==> src/rtl/uart_cmd_ctrl_if.sv <==
// Register-bus and response-byte signals between uart_cmd_ctrl and its peers.
// tx channel: a byte moves on every rising edge where tx_valid_o && tx_ready_i;
// once tx_valid_o rises, tx_data_o holds until that edge and valid never drops early.
interface uart_cmd_ctrl_if;
    logic [7:0] reg_addr_o;
    logic [7:0] reg_wdata_o;
    logic       reg_we_o;
    logic       reg_re_o;
    logic [7:0] reg_rdata_i;
    logic       reg_ack_i;
    logic [7:0] tx_data_o;
    logic       tx_valid_o;
    logic       tx_ready_i;

    modport master (
        output reg_addr_o, reg_wdata_o, reg_we_o, reg_re_o, tx_data_o, tx_valid_o,
        input  reg_rdata_i, reg_ack_i, tx_ready_i
    );

    modport slave (
        input  reg_addr_o, reg_wdata_o, reg_we_o, reg_re_o, tx_data_o, tx_valid_o,
        output reg_rdata_i, reg_ack_i, tx_ready_i
    );
endinterface

==> src/rtl/uart_cmd_ctrl.sv <==
// Parses ping/read/write frames from UART rx bytes, runs the register-bus access
// and queues one response byte; aborts stalled frames and counts errors.
module uart_cmd_ctrl #(
    parameter int unsigned TIMEOUT_CLOCKS = 60000,
    parameter logic [7:0]  OP_PING        = 8'h50,
    parameter logic [7:0]  OP_READ        = 8'h52,
    parameter logic [7:0]  OP_WRITE       = 8'h57,
    parameter logic [7:0]  WRITE_ACK      = 8'h4B
) (
    input  logic        clock,
    input  logic        reset_n,
    input  logic [7:0]  rx_data_i,
    input  logic        rx_valid_i,
    uart_cmd_ctrl_if.master bus,
    output logic        busy_o,
    output logic [7:0]  err_count_o,
    output logic [2:0]  state_o
);
    localparam int unsigned   TW       = $clog2(TIMEOUT_CLOCKS + 1);
    localparam logic [TW-1:0] TMO_LOAD = TW'(TIMEOUT_CLOCKS);
    localparam logic [TW-1:0] TMO_ONE  = TW'(1);

    localparam logic [2:0] ST_IDLE  = 3'd0;
    localparam logic [2:0] ST_ADDR  = 3'd1;
    localparam logic [2:0] ST_DATA  = 3'd2;
    localparam logic [2:0] ST_WRITE = 3'd3;
    localparam logic [2:0] ST_READ  = 3'd4;
    localparam logic [2:0] ST_RESP  = 3'd5;

    logic [2:0]    state_q, state_d;
    logic          is_wr_q, is_wr_d;
    logic [7:0]    addr_q, addr_d;
    logic [7:0]    wdata_q, wdata_d;
    logic [TW-1:0] tmo_q, tmo_d;
    logic          we_q, we_d;
    logic          re_q, re_d;
    logic          txv_q, txv_d;
    logic [7:0]    txd_q, txd_d;
    logic [7:0]    err_q, err_d;
    logic          err_inc;

    always_comb begin
        state_d = state_q;
        is_wr_d = is_wr_q;
        addr_d  = addr_q;
        wdata_d = wdata_q;
        tmo_d   = tmo_q;
        we_d    = we_q;
        re_d    = re_q;
        txv_d   = txv_q;
        txd_d   = txd_q;
        err_inc = 1'b0;

        case (state_q)
            ST_IDLE: begin
                if (rx_valid_i) begin
                    if (rx_data_i == OP_PING) begin
                        state_d = ST_RESP;
                        txv_d   = 1'b1;
                        txd_d   = OP_PING;
                    end else if (rx_data_i == OP_READ || rx_data_i == OP_WRITE) begin
                        state_d = ST_ADDR;
                        is_wr_d = (rx_data_i == OP_WRITE);
                        tmo_d   = TMO_LOAD;
                    end else begin
                        err_inc = 1'b1;
                    end
                end
            end
            ST_ADDR: begin
                // A byte in the cycle the counter expires still wins over the timeout.
                if (rx_valid_i) begin
                    addr_d = rx_data_i;
                    tmo_d  = TMO_LOAD;
                    if (is_wr_q) begin
                        state_d = ST_DATA;
                    end else begin
                        state_d = ST_READ;
                        re_d    = 1'b1;
                    end
                end else begin
                    tmo_d = tmo_q - TMO_ONE;
                    if (tmo_q <= TMO_ONE) begin
                        state_d = ST_IDLE;
                        tmo_d   = '0;
                        err_inc = 1'b1;
                    end
                end
            end
            ST_DATA: begin
                if (rx_valid_i) begin
                    wdata_d = rx_data_i;
                    tmo_d   = TMO_LOAD;
                    state_d = ST_WRITE;
                    we_d    = 1'b1;
                end else begin
                    tmo_d = tmo_q - TMO_ONE;
                    if (tmo_q <= TMO_ONE) begin
                        state_d = ST_IDLE;
                        tmo_d   = '0;
                        err_inc = 1'b1;
                    end
                end
            end
            ST_WRITE: begin
                err_inc = rx_valid_i;
                if (bus.reg_ack_i) begin
                    we_d    = 1'b0;
                    state_d = ST_RESP;
                    txv_d   = 1'b1;
                    txd_d   = WRITE_ACK;
                end
            end
            ST_READ: begin
                err_inc = rx_valid_i;
                if (bus.reg_ack_i) begin
                    re_d    = 1'b0;
                    state_d = ST_RESP;
                    txv_d   = 1'b1;
                    txd_d   = bus.reg_rdata_i;
                end
            end
            ST_RESP: begin
                err_inc = rx_valid_i;
                if (bus.tx_ready_i) begin
                    txv_d   = 1'b0;
                    state_d = ST_IDLE;
                end
            end
            default: begin
                state_d = ST_IDLE;
                we_d    = 1'b0;
                re_d    = 1'b0;
                txv_d   = 1'b0;
            end
        endcase

        err_d = (err_inc && err_q != 8'hFF) ? err_q + 8'd1 : err_q;
    end

    always_ff @(posedge clock or negedge reset_n) begin
        if (!reset_n) begin
            state_q <= ST_IDLE;
            is_wr_q <= 1'b0;
            addr_q  <= '0;
            wdata_q <= '0;
            tmo_q   <= '0;
            we_q    <= 1'b0;
            re_q    <= 1'b0;
            txv_q   <= 1'b0;
            txd_q   <= '0;
            err_q   <= '0;
        end else begin
            state_q <= state_d;
            is_wr_q <= is_wr_d;
            addr_q  <= addr_d;
            wdata_q <= wdata_d;
            tmo_q   <= tmo_d;
            we_q    <= we_d;
            re_q    <= re_d;
            txv_q   <= txv_d;
            txd_q   <= txd_d;
            err_q   <= err_d;
        end
    end

    assign bus.reg_addr_o  = addr_q;
    assign bus.reg_wdata_o = wdata_q;
    assign bus.reg_we_o    = we_q;
    assign bus.reg_re_o    = re_q;
    assign bus.tx_data_o   = txd_q;
    assign bus.tx_valid_o  = txv_q;
    assign busy_o          = (state_q == ST_WRITE) || (state_q == ST_READ) || (state_q == ST_RESP);
    assign err_count_o     = err_q;
    assign state_o         = state_q;
endmodule

==> src/flat_wrapper.sv <==
// flat-port wrapper written by rule: the top's interface ports become plain ports
module uart_cmd_ctrl_flat 
#(
    parameter int unsigned TIMEOUT_CLOCKS = 60000,
    parameter logic [7:0]  OP_PING        = 8'h50,
    parameter logic [7:0]  OP_READ        = 8'h52,
    parameter logic [7:0]  OP_WRITE       = 8'h57,
    parameter logic [7:0]  WRITE_ACK      = 8'h4B
)
  (clock, reset_n, rx_data_i, rx_valid_i, busy_o, err_count_o, state_o, bus_reg_addr_o, bus_reg_wdata_o, bus_reg_we_o, bus_reg_re_o, bus_tx_data_o, bus_tx_valid_o, bus_reg_rdata_i, bus_reg_ack_i, bus_tx_ready_i);
  uart_cmd_ctrl_if bus_i ();
  input  logic clock;
  input  logic reset_n;
  input  logic [7:0] rx_data_i;
  input  logic rx_valid_i;
  output logic busy_o;
  output logic [7:0] err_count_o;
  output logic [2:0] state_o;
  output wire logic [$bits(bus_i.reg_addr_o)-1:0] bus_reg_addr_o;
  output wire logic [$bits(bus_i.reg_wdata_o)-1:0] bus_reg_wdata_o;
  output wire logic [$bits(bus_i.reg_we_o)-1:0] bus_reg_we_o;
  output wire logic [$bits(bus_i.reg_re_o)-1:0] bus_reg_re_o;
  output wire logic [$bits(bus_i.tx_data_o)-1:0] bus_tx_data_o;
  output wire logic [$bits(bus_i.tx_valid_o)-1:0] bus_tx_valid_o;
  input wire logic [$bits(bus_i.reg_rdata_i)-1:0] bus_reg_rdata_i;
  input wire logic [$bits(bus_i.reg_ack_i)-1:0] bus_reg_ack_i;
  input wire logic [$bits(bus_i.tx_ready_i)-1:0] bus_tx_ready_i;
  assign bus_reg_addr_o = bus_i.reg_addr_o;
  assign bus_reg_wdata_o = bus_i.reg_wdata_o;
  assign bus_reg_we_o = bus_i.reg_we_o;
  assign bus_reg_re_o = bus_i.reg_re_o;
  assign bus_tx_data_o = bus_i.tx_data_o;
  assign bus_tx_valid_o = bus_i.tx_valid_o;
  assign bus_i.reg_rdata_i = bus_reg_rdata_i;
  assign bus_i.reg_ack_i = bus_reg_ack_i;
  assign bus_i.tx_ready_i = bus_tx_ready_i;
  uart_cmd_ctrl #(.TIMEOUT_CLOCKS(TIMEOUT_CLOCKS), .OP_PING(OP_PING), .OP_READ(OP_READ), .OP_WRITE(OP_WRITE), .WRITE_ACK(WRITE_ACK)) u_core (.clock(clock), .reset_n(reset_n), .rx_data_i(rx_data_i), .rx_valid_i(rx_valid_i), .bus(bus_i), .busy_o(busy_o), .err_count_o(err_count_o), .state_o(state_o));
endmodule
==> config.mk <==
export PLATFORM = sky130hd
export DESIGN_NAME = uart_cmd_ctrl_flat
export DESIGN_NICKNAME = d
export VERILOG_FILES = /design/src/rtl/uart_cmd_ctrl_if.sv /design/src/rtl/uart_cmd_ctrl.sv /design/src/flat_wrapper.sv
export SDC_FILE = /design/constraint.sdc
export NUM_CORES = 1
export LEC_CHECK = 0
export ABC_AREA = 1
export CORE_MARGIN = 2
export CORE_UTILIZATION = 40
export CTS_BUF_LIST = sky130_fd_sc_hd__clkbuf_8
export CTS_CLUSTER_SIZE = 16
export DETAILED_ROUTE_END_ITERATION = 12
export GPL_TIMING_DRIVEN = 0
export PLACE_DENSITY = 0.69
export REMOVE_ABC_BUFFERS = 1
export SLEW_MARGIN = 20
export SYNTH_ARGS = -nofsm -noshare
export SYNTH_HDL_FRONTEND = slang
export SYNTH_SLANG_ARGS = --single-unit
==> constraint.sdc <==
create_clock -name clock -period 1.9 [get_ports clock]
set_input_delay 0.38 -clock clock [delete_from_list [all_inputs] [get_ports clock]]
set_output_delay 0.38 -clock clock [all_outputs]
set_load 0.03 [all_outputs]
==> run_results.csv <==
group,metric,value,unit
pwr,cellLeakagePower,2.04,nW
setup_path,critical_path.startpoint,"u_core.state_o[2]$_DFFE_PN0P_",
die,placeableCoreArea,0.00761,mm²
detailed_routing,drt_pass1_iterations,5,
sta,period_needed,1860,ps
grt,grt_first_pass_wirelength,12.0,mm
die,pin_count,60,
layout,antenna_cells,0,
setup_path,reg2reg_depth,10,
die,die_height,91.9,µm
clocking,number_of_levels_the_h_tree_was_split_into,2,
pwr,power_density,1710,mW/mm²
layout,fillers,740,
detailed_routing,number_of_drc_violations_after_detailed_routing,0,
detailed_routing,first_iter_violations,178,
layout,stdcell_area,0.00403,mm²
sta,final-setup-viol-count,0,
setup_path,end_kind,"output port",
setup_path,cp.required,1520,ps
setup_path,worstSetupPathDepth,1,
synthesis,synth.top_cells.by_area,"sky130_fd_sc_hd__dfrtp_1 (45%), sky130_fd_sc_hd__nand2_1 (17%), sky130_fd_sc_hd__inv_1 (5.9%)",
synthesis,number_of_warning_messages_in_the_yosys_log,0,
setup_path,cp_cell_sequence,"clkdlybuf4s50_1",
clocking,tritoncts_clock_tree,"yes",
setup_path,largest_delay_contributor_family_on_the_critical_path,"buffers and inverters",
synthesis,syn_inst,413,
sta,worst_pin_slew,686,ps
detailed_routing,viasPerCell,4.88,
setup_path,crit_path_end,"state_o[2]",
sta,number_of_slew_limit_violations_in_the_final_report,0,
setup_path,cp_slowest_stage_delay,720,ps
setup_path,critical_path.startpoint_type,"flip-flop",
synthesis,avgSynthCellArea,7.49,µm²
clocking,worstSkewPairLatency,300,ps
placement,io_buffer_count,59,
grt,number_of_global_route_vias_before_repair,2691,
grt,grt.overflow.total,0,
layout,footprint_of_the_multi_input_gates,0.00150,mm²
layout,post_layout_nonfiller_instances,587,
sta,timing.max_slew.rel_slack,54.3,%
detailed_routing,wirelength,7.03,mm
grt,grtUsageTotal,17.3,%
detailed_routing,ant_nets,0,
sta,timing.final.crit_share,97.8,%
sta,final.setup_skew,10.4,ps
setup_path,worst-setup-path-type,"reg -> out",
setup_path,critical_path.max_fanout,6,
layout,final_cell_mix,"sky130_fd_sc_hd__nand2_1 (135), sky130_fd_sc_hd__clkdlybuf4s50_1 (52), sky130_fd_sc_hd__dfrtp_1 (51), sky130_fd_sc_hd__inv_1 (49), sky130_fd_sc_hd__nor2_1 (39)",
setup_path,data_arrival_at_the_endpoint_of_the_critical_path,1480,ps
synthesis,synth.distinct_cells,32,
synthesis,synth.yosys.seq_area_share,44.5,%
layout,layout_commonest_cell,"sky130_fd_sc_hd__nand2_1",
sta,final-hold-violation-count,0,
layout,sequential_cell_area,0.00138,mm²
setup_path,crit-reg2reg-launch,"u_core.tmo_q[0]$_DFFE_PN0P_",
layout,syn2layout_area_growth,30.2,%
die,design.die.area,0.00845,mm²
placement,hpwlAfterDp,5.13,mm
die,die_x,91.9,µm
run_status,status,"finished, final reports clean",
detailed_routing,routed_wire_length_per_instance,12.0,µm
clocking,clkSinkCount,55,
clocking,clockRootBuffer,"sky130_fd_sc_hd__clkbuf_8",
clocking,cts_made_buffers,5,
die,initial_utilization,40.6,%
synthesis,netlist.area_leader.share,44.5,%
placement,postPlaceCellArea,0.00376,mm²
grt,antenna_violations_before_repair,0,
layout,postLayoutCoreUtil,52.9,%
setup_path,worstReg2RegEnd,"u_core.tmo_q[12]$_DFFE_PN0P_",
clocking,clockBufferDepth,2,
setup_path,regToRegSetupSlack,140,ps
placement,numPlacedInstances,568,
setup_path,critPathBufInv,1,
layout,fraction_of_final_layout_cells_sized_beyond_drive_strength_1,11.3,%
job,cap_violations,0,
synthesis,ys_ff_latch,55,
die,num_rows,32,
synthesis,synthesis.area,0.00309,mm²
synthesis,synth_largest_area_cell,"sky130_fd_sc_hd__dfrtp_1",
pwr,power.total,6.87,mW
pwr,power.ir.vdd_worst,0.935,mV
placement,final_weighted_congestion_in_routability_driven_placement,0.884,
sta,fmax,538,MHz
clocking,cts.clk_slew.worst_paths,100,ps
grt,grt_start_max_net_pins,56,
detailed_routing,dr_total_vias,2863,
setup_path,critical-path-slowest-cell,"sky130_fd_sc_hd__clkdlybuf4s50_1",
layout,design.final.nets,508,
hold_path,hold_path_class,"in -> async",
[how the worst min path moves through the flow]
stage                                        startpoint                                    to  depth (start not counted)
CTS                                             reset_n     u_core.err_count_o[4]$_DFFE_PN0P_                          1
finish                                          reset_n     u_core.err_count_o[5]$_DFFE_PN0P_                          1
floorplan                                       reset_n  u_core.bus.reg_addr_o[0]$_DFFE_PN0P_                          0
detailed placement  u_core.bus.tx_data_o[1]$_DFFE_PN0P_   u_core.bus.tx_data_o[1]$_DFFE_PN0P_                          2
global placement    u_core.bus.tx_data_o[6]$_DFFE_PN0P_   u_core.bus.tx_data_o[6]$_DFFE_PN0P_                          2
global route                                    reset_n     u_core.err_count_o[4]$_DFFE_PN0P_                          1
[sequential cells by signal (all words and copies together), names as in the netlist]
| register | count |
|---|---|
| u_core.bus.tx_valid_o | 1 |
| u_core.tmo_q | 16 |
| u_core.bus.reg_we_o | 1 |
| u_core.is_wr_q | 1 |
| u_core.bus.tx_data_o | 8 |
| u_core.bus.reg_re_o | 1 |
| u_core.state_o | 3 |
| u_core.bus.reg_wdata_o | 8 |
| u_core.bus.reg_addr_o | 8 |
| u_core.err_count_o | 8 |
[area by class of cell]
type / instances / share of cell area [%]
clock inverter: 2 / 0.963
inverter: 55 / 5.31
clock buffer: 6 / 2.05
tap: 102 / 3.17
multi-input combinational: 297 / 37.2
sequential: 55 / 34.3
timing repair buffer: 70 / 17.0
[per-stage QoR]
step	setup slack, ps	hold slack [ps]	setup TNS, ps
global placement	-1290	459	-79370
finish	42.4	97.9	0
global route	-2.81	159	-2.81
floorplan	-98.3	84.4	-781
CTS	19.3	136	0
detailed placement	-406	463	-8900
[power breakdown]
part | total (mW) | internal, mW | switching (mW)
Clock | 0.822 | 0.434 | 0.388
Sequential | 2.02 | 1.63 | 0.394
Combinational | 4.03 | 1.54 | 2.49
[layer usage]
metal  routed length, µm  share of wire, %  vias up  GRT usage [%]
met4                  39              0.56        0           4.10
met1                3110                44     1342           22.4
li1                    -                 -     1444              -
met3                 418               6.0        2           3.62
met5                   0                 0        -              0
met2                3460                49       75           29.7
[cells by family after synthesis]
group	Yosys count	synth area share, %
xor gates and xnor gates	8	2.27
adders and majority gates	3	1.21
and+or+nand+nor	237	35.4
buffers and inverters	61	8.26
AOI/OAI and AO/OA	49	8.34
DFF	55	44.5
[cell usage after synthesis, drive strengths merged]
master,count
nand2,142
o21bai,1
nand4,5
buf,5
dfrtp,55
xor2,6
nand3,36
o21ai,36
ha,3
a31oi,1
a21oi,8
o22ai,2
nor3,8
inv,55
xnor2,2
clkbuf,1
nor2,45
a21o,1
and2,1
[timing repair]
action / CTS / global route
endpoints found under the setup margin: 25 / 35
resized for setup: 13 / 13
pin swaps: 0 / 2
setup buffers: 2 / 9
hold buffers: 0 / 0
Power figures use the tool's default switching activity.
